[src/rtl/mips_pkg.sv]
`default_nettype none
// ============================================================================
//  Module      : mips_pkg
//  Description : Shared MIPS pipeline constants, ALU class encodings and the
//                decoded control bundle carried from ID into EX.
//  Revision    : 1.0 - initial release
// ============================================================================
package mips_pkg;

    localparam int MIPS_DATA_W  = 32;
    localparam int MIPS_RADDR_W = 5;

    // Coarse ALU class produced by the main decoder
    typedef enum logic [1:0] {
        ALU_ADD   = 2'b00,   // loads/stores/addi
        ALU_SUB   = 2'b01,   // branch compare
        ALU_RTYPE = 2'b10,   // decode further from funct
        ALU_LOGI  = 2'b11    // andi/ori/xori/lui
    } alu_op_e;

    // Decoded control bits; all-zero is a harmless bubble
    typedef struct packed {
        logic    reg_dst;
        logic    mem_to_reg;
        logic    mem_read;
        logic    mem_write;
        logic    alu_src;
        logic    reg_write;
        logic    branch;
        logic    jump;
        alu_op_e alu_op;
    } ctrl_t;

endpackage
`default_nettype wire

[src/rtl/id_ex_stage_if.sv]
`default_nettype none
// ============================================================================
//  Module      : id_ex_stage_if
//  Description : ID-side inputs, redirect/busy controls and EX-side registered
//                outputs of the ID/EX pipeline register.
//  Revision    : 1.0 - initial release
// ============================================================================
interface id_ex_stage_if #(
    parameter int DATA_W  = 32,
    parameter int RADDR_W = 5
) ();
    // Decode stage side
    logic               id_valid;
    logic               id_reg_dst, id_mem_to_reg, id_mem_read, id_mem_write;
    logic               id_alu_src, id_reg_write, id_branch, id_jump;
    logic [1:0]         id_alu_op;
    logic [DATA_W-1:0]  id_pc4, id_rd1, id_rd2, id_imm;
    logic [RADDR_W-1:0] id_rs, id_rt, id_rd;
    logic [5:0]         id_funct;

    // Pipeline control
    logic               flush;
    logic               ex_busy;
    logic               stall;

    // Execute stage side
    logic               ex_valid;
    logic               ex_reg_dst, ex_mem_to_reg, ex_mem_read, ex_mem_write;
    logic               ex_alu_src, ex_reg_write, ex_branch, ex_jump;
    logic [1:0]         ex_alu_op;
    logic [DATA_W-1:0]  ex_pc4, ex_rd1, ex_rd2, ex_imm;
    logic [RADDR_W-1:0] ex_rs, ex_rt, ex_rd;
    logic [5:0]         ex_funct;
    logic [31:0]        perf_stall_cnt;

    // Driver of decoded instructions / consumer of EX fields
    modport master (
        output id_valid, id_reg_dst, id_mem_to_reg, id_mem_read, id_mem_write,
               id_alu_src, id_reg_write, id_branch, id_jump, id_alu_op,
               id_pc4, id_rd1, id_rd2, id_imm, id_rs, id_rt, id_rd, id_funct,
               flush, ex_busy,
        input  stall, ex_valid, ex_reg_dst, ex_mem_to_reg, ex_mem_read,
               ex_mem_write, ex_alu_src, ex_reg_write, ex_branch, ex_jump,
               ex_alu_op, ex_pc4, ex_rd1, ex_rd2, ex_imm, ex_rs, ex_rt, ex_rd,
               ex_funct, perf_stall_cnt
    );

    // The pipeline register itself
    modport slave (
        input  id_valid, id_reg_dst, id_mem_to_reg, id_mem_read, id_mem_write,
               id_alu_src, id_reg_write, id_branch, id_jump, id_alu_op,
               id_pc4, id_rd1, id_rd2, id_imm, id_rs, id_rt, id_rd, id_funct,
               flush, ex_busy,
        output stall, ex_valid, ex_reg_dst, ex_mem_to_reg, ex_mem_read,
               ex_mem_write, ex_alu_src, ex_reg_write, ex_branch, ex_jump,
               ex_alu_op, ex_pc4, ex_rd1, ex_rd2, ex_imm, ex_rs, ex_rt, ex_rd,
               ex_funct, perf_stall_cnt
    );
endinterface
`default_nettype wire

[src/rtl/id_ex_stage_hazard_detect.sv]
`default_nettype none
// ============================================================================
//  Module      : hazard_detect
//  Description : Load-use hazard detection between the load in EX and the
//                instruction in ID. Purely combinational.
//  Revision    : 1.0 - initial release
// ============================================================================
module hazard_detect #(
    parameter int RADDR_W = 5
) (
    input  wire logic               ex_valid,
    input  wire logic               ex_mem_read,
    input  wire logic [RADDR_W-1:0] ex_rt,
    input  wire logic               id_valid,
    input  wire logic [RADDR_W-1:0] id_rs,
    input  wire logic [RADDR_W-1:0] id_rt,
    input  wire logic               id_alu_src,
    input  wire logic               id_mem_write,
    input  wire logic               id_branch,
    output logic                    load_use
);
    logic rt_is_source;
    logic rs_hit;
    logic rt_hit;

    // rt only matters when ID actually reads it (R-type, store data, branch)
    always_comb begin
        rt_is_source = ~id_alu_src | id_mem_write | id_branch;
        rs_hit       = (ex_rt == id_rs);
        rt_hit       = (ex_rt == id_rt) & rt_is_source;
        load_use     = ex_valid & ex_mem_read & (ex_rt != '0) & id_valid
                     & (rs_hit | rt_hit);
    end

endmodule
`default_nettype wire

[src/rtl/id_ex_stage.sv]
`default_nettype none
// ============================================================================
//  Module      : id_ex_stage
//  Description : ID/EX pipeline register with flush, EX-busy hold and
//                load-use bubble insertion. Optional stall-cycle performance
//                counter enabled by defining ID_EX_STALL_CNT_EN.
//  Revision    : 1.0 - initial release
// ============================================================================
module id_ex_stage
    import mips_pkg::*;
#(
    parameter int DATA_W  = MIPS_DATA_W,
    parameter int RADDR_W = MIPS_RADDR_W
) (
    input  wire logic     clk,
    input  wire logic     reset,      // asynchronous, active low
    id_ex_stage_if.slave  bus
);
    ctrl_t              w_id_ctrl;
    logic               w_load_use;
    logic               w_stall;
    logic               w_bubble;

    logic               r_valid;
    ctrl_t              r_ctrl;
    logic [DATA_W-1:0]  r_pc4, r_rd1, r_rd2, r_imm;
    logic [RADDR_W-1:0] r_rs, r_rt, r_rd;
    logic [5:0]         r_funct;

    hazard_detect #(
        .RADDR_W (RADDR_W)
    ) u_hazard_detect (
        .ex_valid     (r_valid),
        .ex_mem_read  (r_ctrl.mem_read),
        .ex_rt        (r_rt),
        .id_valid     (bus.id_valid),
        .id_rs        (bus.id_rs),
        .id_rt        (bus.id_rt),
        .id_alu_src   (bus.id_alu_src),
        .id_mem_write (bus.id_mem_write),
        .id_branch    (bus.id_branch),
        .load_use     (w_load_use)
    );

    // Pack decoded control; an invalid ID slot contributes an all-zero bundle
    always_comb begin
        w_id_ctrl = '0;
        if (bus.id_valid) begin
            w_id_ctrl.reg_dst    = bus.id_reg_dst;
            w_id_ctrl.mem_to_reg = bus.id_mem_to_reg;
            w_id_ctrl.mem_read   = bus.id_mem_read;
            w_id_ctrl.mem_write  = bus.id_mem_write;
            w_id_ctrl.alu_src    = bus.id_alu_src;
            w_id_ctrl.reg_write  = bus.id_reg_write;
            w_id_ctrl.branch     = bus.id_branch;
            w_id_ctrl.jump       = bus.id_jump;
            w_id_ctrl.alu_op     = alu_op_e'(bus.id_alu_op);
        end
    end

    // Stall is gated by reset so it drops the moment reset asserts
    always_comb begin
        w_stall  = reset & ~bus.flush & (bus.ex_busy | w_load_use);
        w_bubble = bus.flush | (~bus.ex_busy & w_load_use);
    end

    // Pipeline register: flush > busy hold > load-use bubble > normal load
    always_ff @(posedge clk or negedge reset) begin
        if (!reset) begin
            r_valid <= 1'b0;
            r_ctrl  <= '0;
            r_pc4   <= '0;
            r_rd1   <= '0;
            r_rd2   <= '0;
            r_imm   <= '0;
            r_rs    <= '0;
            r_rt    <= '0;
            r_rd    <= '0;
            r_funct <= '0;
        end else if (bus.flush || !bus.ex_busy) begin
            // Data fields are don't-care in a bubble, so they load regardless
            r_valid <= w_bubble ? 1'b0 : bus.id_valid;
            r_ctrl  <= w_bubble ? ctrl_t'('0) : w_id_ctrl;
            r_pc4   <= bus.id_pc4;
            r_rd1   <= bus.id_rd1;
            r_rd2   <= bus.id_rd2;
            r_imm   <= bus.id_imm;
            r_rs    <= bus.id_rs;
            r_rt    <= bus.id_rt;
            r_rd    <= bus.id_rd;
            r_funct <= bus.id_funct;
        end
    end

`ifdef ID_EX_STALL_CNT_EN
    logic [31:0] r_stall_cnt;

    // Saturating count of edges on which the front end was held
    always_ff @(posedge clk or negedge reset) begin
        if (!reset) begin
            r_stall_cnt <= 32'd0;
        end else if (w_stall && (r_stall_cnt != 32'hFFFF_FFFF)) begin
            r_stall_cnt <= r_stall_cnt + 32'd1;
        end
    end

    assign bus.perf_stall_cnt = r_stall_cnt;
`else
    assign bus.perf_stall_cnt = 32'd0;
`endif

    assign bus.stall         = w_stall;
    assign bus.ex_valid      = r_valid;
    assign bus.ex_reg_dst    = r_ctrl.reg_dst;
    assign bus.ex_mem_to_reg = r_ctrl.mem_to_reg;
    assign bus.ex_mem_read   = r_ctrl.mem_read;
    assign bus.ex_mem_write  = r_ctrl.mem_write;
    assign bus.ex_alu_src    = r_ctrl.alu_src;
    assign bus.ex_reg_write  = r_ctrl.reg_write;
    assign bus.ex_branch     = r_ctrl.branch;
    assign bus.ex_jump       = r_ctrl.jump;
    assign bus.ex_alu_op     = r_ctrl.alu_op;
    assign bus.ex_pc4        = r_pc4;
    assign bus.ex_rd1        = r_rd1;
    assign bus.ex_rd2        = r_rd2;
    assign bus.ex_imm        = r_imm;
    assign bus.ex_rs         = r_rs;
    assign bus.ex_rt         = r_rt;
    assign bus.ex_rd         = r_rd;
    assign bus.ex_funct      = r_funct;

endmodule
`default_nettype wire

[src/flat_wrapper.sv]
// flat-port wrapper written by rule: the top's interface ports become plain ports
module id_ex_stage_flat import mips_pkg::*;
#(
    parameter int DATA_W  = MIPS_DATA_W,
    parameter int RADDR_W = MIPS_RADDR_W
)
  (clk, reset, bus_id_valid, bus_id_reg_dst, bus_id_mem_to_reg, bus_id_mem_read, bus_id_mem_write, bus_id_alu_src, bus_id_reg_write, bus_id_branch, bus_id_jump, bus_id_alu_op, bus_id_pc4, bus_id_rd1, bus_id_rd2, bus_id_imm, bus_id_rs, bus_id_rt, bus_id_rd, bus_id_funct, bus_flush, bus_ex_busy, bus_stall, bus_ex_valid, bus_ex_reg_dst, bus_ex_mem_to_reg, bus_ex_mem_read, bus_ex_mem_write, bus_ex_alu_src, bus_ex_reg_write, bus_ex_branch, bus_ex_jump, bus_ex_alu_op, bus_ex_pc4, bus_ex_rd1, bus_ex_rd2, bus_ex_imm, bus_ex_rs, bus_ex_rt, bus_ex_rd, bus_ex_funct, bus_perf_stall_cnt);
  id_ex_stage_if #(.DATA_W(DATA_W), .RADDR_W(RADDR_W)) bus_i ();
  input  wire logic clk;
  input  wire logic reset;
  input wire logic [$bits(bus_i.id_valid)-1:0] bus_id_valid;
  input wire logic [$bits(bus_i.id_reg_dst)-1:0] bus_id_reg_dst;
  input wire logic [$bits(bus_i.id_mem_to_reg)-1:0] bus_id_mem_to_reg;
  input wire logic [$bits(bus_i.id_mem_read)-1:0] bus_id_mem_read;
  input wire logic [$bits(bus_i.id_mem_write)-1:0] bus_id_mem_write;
  input wire logic [$bits(bus_i.id_alu_src)-1:0] bus_id_alu_src;
  input wire logic [$bits(bus_i.id_reg_write)-1:0] bus_id_reg_write;
  input wire logic [$bits(bus_i.id_branch)-1:0] bus_id_branch;
  input wire logic [$bits(bus_i.id_jump)-1:0] bus_id_jump;
  input wire logic [$bits(bus_i.id_alu_op)-1:0] bus_id_alu_op;
  input wire logic [$bits(bus_i.id_pc4)-1:0] bus_id_pc4;
  input wire logic [$bits(bus_i.id_rd1)-1:0] bus_id_rd1;
  input wire logic [$bits(bus_i.id_rd2)-1:0] bus_id_rd2;
  input wire logic [$bits(bus_i.id_imm)-1:0] bus_id_imm;
  input wire logic [$bits(bus_i.id_rs)-1:0] bus_id_rs;
  input wire logic [$bits(bus_i.id_rt)-1:0] bus_id_rt;
  input wire logic [$bits(bus_i.id_rd)-1:0] bus_id_rd;
  input wire logic [$bits(bus_i.id_funct)-1:0] bus_id_funct;
  input wire logic [$bits(bus_i.flush)-1:0] bus_flush;
  input wire logic [$bits(bus_i.ex_busy)-1:0] bus_ex_busy;
  output wire logic [$bits(bus_i.stall)-1:0] bus_stall;
  output wire logic [$bits(bus_i.ex_valid)-1:0] bus_ex_valid;
  output wire logic [$bits(bus_i.ex_reg_dst)-1:0] bus_ex_reg_dst;
  output wire logic [$bits(bus_i.ex_mem_to_reg)-1:0] bus_ex_mem_to_reg;
  output wire logic [$bits(bus_i.ex_mem_read)-1:0] bus_ex_mem_read;
  output wire logic [$bits(bus_i.ex_mem_write)-1:0] bus_ex_mem_write;
  output wire logic [$bits(bus_i.ex_alu_src)-1:0] bus_ex_alu_src;
  output wire logic [$bits(bus_i.ex_reg_write)-1:0] bus_ex_reg_write;
  output wire logic [$bits(bus_i.ex_branch)-1:0] bus_ex_branch;
  output wire logic [$bits(bus_i.ex_jump)-1:0] bus_ex_jump;
  output wire logic [$bits(bus_i.ex_alu_op)-1:0] bus_ex_alu_op;
  output wire logic [$bits(bus_i.ex_pc4)-1:0] bus_ex_pc4;
  output wire logic [$bits(bus_i.ex_rd1)-1:0] bus_ex_rd1;
  output wire logic [$bits(bus_i.ex_rd2)-1:0] bus_ex_rd2;
  output wire logic [$bits(bus_i.ex_imm)-1:0] bus_ex_imm;
  output wire logic [$bits(bus_i.ex_rs)-1:0] bus_ex_rs;
  output wire logic [$bits(bus_i.ex_rt)-1:0] bus_ex_rt;
  output wire logic [$bits(bus_i.ex_rd)-1:0] bus_ex_rd;
  output wire logic [$bits(bus_i.ex_funct)-1:0] bus_ex_funct;
  output wire logic [$bits(bus_i.perf_stall_cnt)-1:0] bus_perf_stall_cnt;
  assign bus_i.id_valid = bus_id_valid;
  assign bus_i.id_reg_dst = bus_id_reg_dst;
  assign bus_i.id_mem_to_reg = bus_id_mem_to_reg;
  assign bus_i.id_mem_read = bus_id_mem_read;
  assign bus_i.id_mem_write = bus_id_mem_write;
  assign bus_i.id_alu_src = bus_id_alu_src;
  assign bus_i.id_reg_write = bus_id_reg_write;
  assign bus_i.id_branch = bus_id_branch;
  assign bus_i.id_jump = bus_id_jump;
  assign bus_i.id_alu_op = bus_id_alu_op;
  assign bus_i.id_pc4 = bus_id_pc4;
  assign bus_i.id_rd1 = bus_id_rd1;
  assign bus_i.id_rd2 = bus_id_rd2;
  assign bus_i.id_imm = bus_id_imm;
  assign bus_i.id_rs = bus_id_rs;
  assign bus_i.id_rt = bus_id_rt;
  assign bus_i.id_rd = bus_id_rd;
  assign bus_i.id_funct = bus_id_funct;
  assign bus_i.flush = bus_flush;
  assign bus_i.ex_busy = bus_ex_busy;
  assign bus_stall = bus_i.stall;
  assign bus_ex_valid = bus_i.ex_valid;
  assign bus_ex_reg_dst = bus_i.ex_reg_dst;
  assign bus_ex_mem_to_reg = bus_i.ex_mem_to_reg;
  assign bus_ex_mem_read = bus_i.ex_mem_read;
  assign bus_ex_mem_write = bus_i.ex_mem_write;
  assign bus_ex_alu_src = bus_i.ex_alu_src;
  assign bus_ex_reg_write = bus_i.ex_reg_write;
  assign bus_ex_branch = bus_i.ex_branch;
  assign bus_ex_jump = bus_i.ex_jump;
  assign bus_ex_alu_op = bus_i.ex_alu_op;
  assign bus_ex_pc4 = bus_i.ex_pc4;
  assign bus_ex_rd1 = bus_i.ex_rd1;
  assign bus_ex_rd2 = bus_i.ex_rd2;
  assign bus_ex_imm = bus_i.ex_imm;
  assign bus_ex_rs = bus_i.ex_rs;
  assign bus_ex_rt = bus_i.ex_rt;
  assign bus_ex_rd = bus_i.ex_rd;
  assign bus_ex_funct = bus_i.ex_funct;
  assign bus_perf_stall_cnt = bus_i.perf_stall_cnt;
  id_ex_stage #(.DATA_W(DATA_W), .RADDR_W(RADDR_W)) u_core (.clk(clk), .reset(reset), .bus(bus_i));
endmodule
[config.mk]
export PLATFORM = sky130hd
export DESIGN_NAME = id_ex_stage_flat
export DESIGN_NICKNAME = d
export VERILOG_FILES = /design/src/rtl/mips_pkg.sv /design/src/rtl/id_ex_stage_if.sv /design/src/rtl/id_ex_stage_hazard_detect.sv /design/src/rtl/id_ex_stage.sv /design/src/flat_wrapper.sv
export SDC_FILE = /design/constraint.sdc
export NUM_CORES = 1
export LEC_CHECK = 0
export ABC_AREA = 0
export CAP_MARGIN = 20
export CORE_ASPECT_RATIO = 0.8
export CORE_MARGIN = 2
export CORE_UTILIZATION = 30
export CTS_CLUSTER_DIAMETER = 80
export CTS_CLUSTER_SIZE = 28
export DETAILED_ROUTE_END_ITERATION = 7
export GPL_TIMING_DRIVEN = 0
export PLACE_DENSITY_LB_ADDON = 0.25
export SLEW_MARGIN = 20
export SYNTH_ARGS = -nofsm -noshare
export SYNTH_HDL_FRONTEND = slang
export SYNTH_SLANG_ARGS = --single-unit
[constraint.sdc]
create_clock -name clk -period 1.5 [get_ports clk]
set_input_delay 0.15 -clock clk [delete_from_list [all_inputs] [get_ports clk]]
set_output_delay 0.15 -clock clk [all_outputs]
set_load 0.005 [all_outputs]
==> metrics.txt <==
result of the run finished, violations left; failing checks negative hold slack, negative setup slack; I/O pins 357; CP Max Fanout 4; fill count 2,053; total gr overflow 0; Die Width 169 um; total negative slack -15,460 ps; Die Area 22,900 um2; PwrDens 998 nW/um2; DP Wirelength 15,000 um; Fin Hold WS -316 ps; commonest non-fill, non-tap cell in the layout nand2_1; Crit path largest cell delay 560 ps; critical path capture point type primary output; DR pass1 iterations 5; Routed WL 20,400 um; Worst Path Buf+Inv 2; slowest CP cell or4_4; Core Util, Final 0.511; Max Cap Viol 0; dpl cell area 10,200 um2; largest cells by area after synthesis dfrtp_1 62%, nand2_1 26%, buf_4 3.8%; Residual DRC 0; worst-margin pin slew 606 ps; Yosys warning count 0; Overall Power 10.9 mW; Mapped Avg Cell Area 8.83 um2; share of cells above drive strength 1 0.103; largest area contributor in the netlist dfrtp_1; Max Transition Viols Final 0; Via Count 5,912; Max-slew headroom 0.596; remaining antenna violation count 0; first-pass GRT wire length 31,700 um; Diodes inserted 0; RSZ-0062 raised after global routing yes; hold violation total from the final report 74; # rows 48; Critical Path RT 1350 ps; Clock Pin Slew Worst Setup and Hold Paths 70 ps; clock latency on the worst-skew pair 420 ps; placed cells 1,367; Core ar. 21,400 um2; footprint of the multi-input gates 2220 um2; Synth top area share 0.616; Post-Synthesis Cells 736; CTS Buf Count 17; Final period util 1.44; Worst Path Arrival 2020 ps; Die H 136 um; final worst slack -665 ps; Pleak 5.69 nW; most frequent cells in the layout 457 x nand2_1, 279 x clkdlybuf4s50_1, 155 x dfrtp_1; DR WL/cell 14.5 um; Starting Density 0.303; critical path class flop to primary output; fmax 462 MHz; pin count of the biggest net entering global routing 87; final std cells w/o fill 1,407; final net count 1,283; DRT iter0 DRCs 353; min cycle time layout 2170 ps; initial antenna violation count 0; startpoint types flop; post-synthesis sequential area ratio 0.616; Post-Syn Area 6500 um2; IO Port Bufs 324; CTS tree built; vias per cell 4.20; Reg area 4010 um2; Peak VDD IR 0.000499 V; Synth cell types 25; final setup violation count 112; Hold Crit Class input port to async pin; area growth from synthesis to layout 68.7%; CTS Sinks 160; fin area 11,000 um2; Yosys reg bits 160; routability congestion estimate 0.760; root buffer cell clkbuf_16; GRT Overall Usage 0.179; clock skew 13.8 ps; clk buf depth 2; delay-heaviest family, CP simple AND/OR/NAND/NOR gates; vias in the first global route 5,820; H-tree depth 4; CP cell instances or4_4, o2111ai_4, buf_6, nor2_2, o2bb2ai_2, buf_2
-- logic make-up (layout without fill, tap and decap cells) --
logic type | Yosys count | after routing | synth area share
DFF | 160 | 160 | 0.616
buffers and inverters | 72 | 437 | 0.0645
other | 1 | 32 | 0.000577
AOI/OAI and AO/OA | 26 | 26 | 0.0335
xor gates and xnor gates | 10 | 10 | 0.0135
and+or+nand+nor | 467 | 467 | 0.272
-- cell usage after synthesis --
cell type  number
o2bb2ai_1       1
nand2b_1        2
or4_1           1
a32oi_1        10
nand2_1       457
xor2_1         10
a22o_1          1
buf_2          11
o21ai_2         8
o2111ai_2       1
nor3_1          1
a21oi_1         1
conb_1          1
o21ai_1         1
nor2_1          4
a22oi_1         1
buf_6           1
nor3b_1         1
dfrtp_1       160
o21ai_0         2
clkbuf_1       24
clkbuf_4        1
nor4_1          1
buf_4          33
inv_1           2
-- layout make-up --
cell class	instances	area share
multi-input cells	535	0.203
inverters	2	0.000685
plain buffers	70	0.0397
flip-flops and latches	160	0.366
repair buffers	333	0.311
well taps	275	0.0314
clock inverters	13	0.00958
clock buffers	19	0.0395
-- worst paths after layout --
| check | from | end | slack (ps) | depth (start not counted) |
|---|---|---|---|---|
| max | u_core.bus.ex_rt[4] | bus_stall | -670 | 6 |
| min | reset | u_core.bus.ex_alu_op[1] | -320 | 1 |
| max reg2reg | u_core.bus.ex_rt[4] | u_core.bus.ex_alu_op[1] | -250 | 6 |
| min reg2reg | u_core.bus.ex_rd2[30] | u_core.bus.ex_rd2[30] | 460 | 2 |
| max in group asynchronous | reset | u_core.bus.ex_pc4[22] | 970 | 2 |
| min in group clk | bus_id_rd2[28] | u_core.bus.ex_rd2[28] | 250 | 3 |
-- timing repair --
item                       CTS  global route
resized for setup           32            45
hold endpoints to repair    74            74
cloned                       0             0
setup endpoints to repair  131           181
pin swaps                    3             2
buffers inserted             7             2
-- per-stage QoR --
stage,setup slack (ps),hold WS [ps]
after global placement,-6700,448
final,-665,-316
after floorplan,-137,-146
after CTS,-702,-295
after global routing,-739,-280
after detailed placement,-1130,164
-- per-layer routing --
metal	global-route usage	up-vias	wire length, um
li1	-	2966	-
met1	0.219	2708	8510
met2	0.294	222	9720
met3	0.0754	16	1970
met4	0.0436	0	224
met5	0	-	0
-- power breakdown --
group          internal [mW]  switching [mW]  total [mW]  leakage (nW)
Combinational           1.22           0.805        2.03          3.52
Sequential              4.67           0.196        4.87          1.92
Clock                   2.15            1.90        4.05         0.245
No activity file was read; power rests on OpenSTA's default activity.
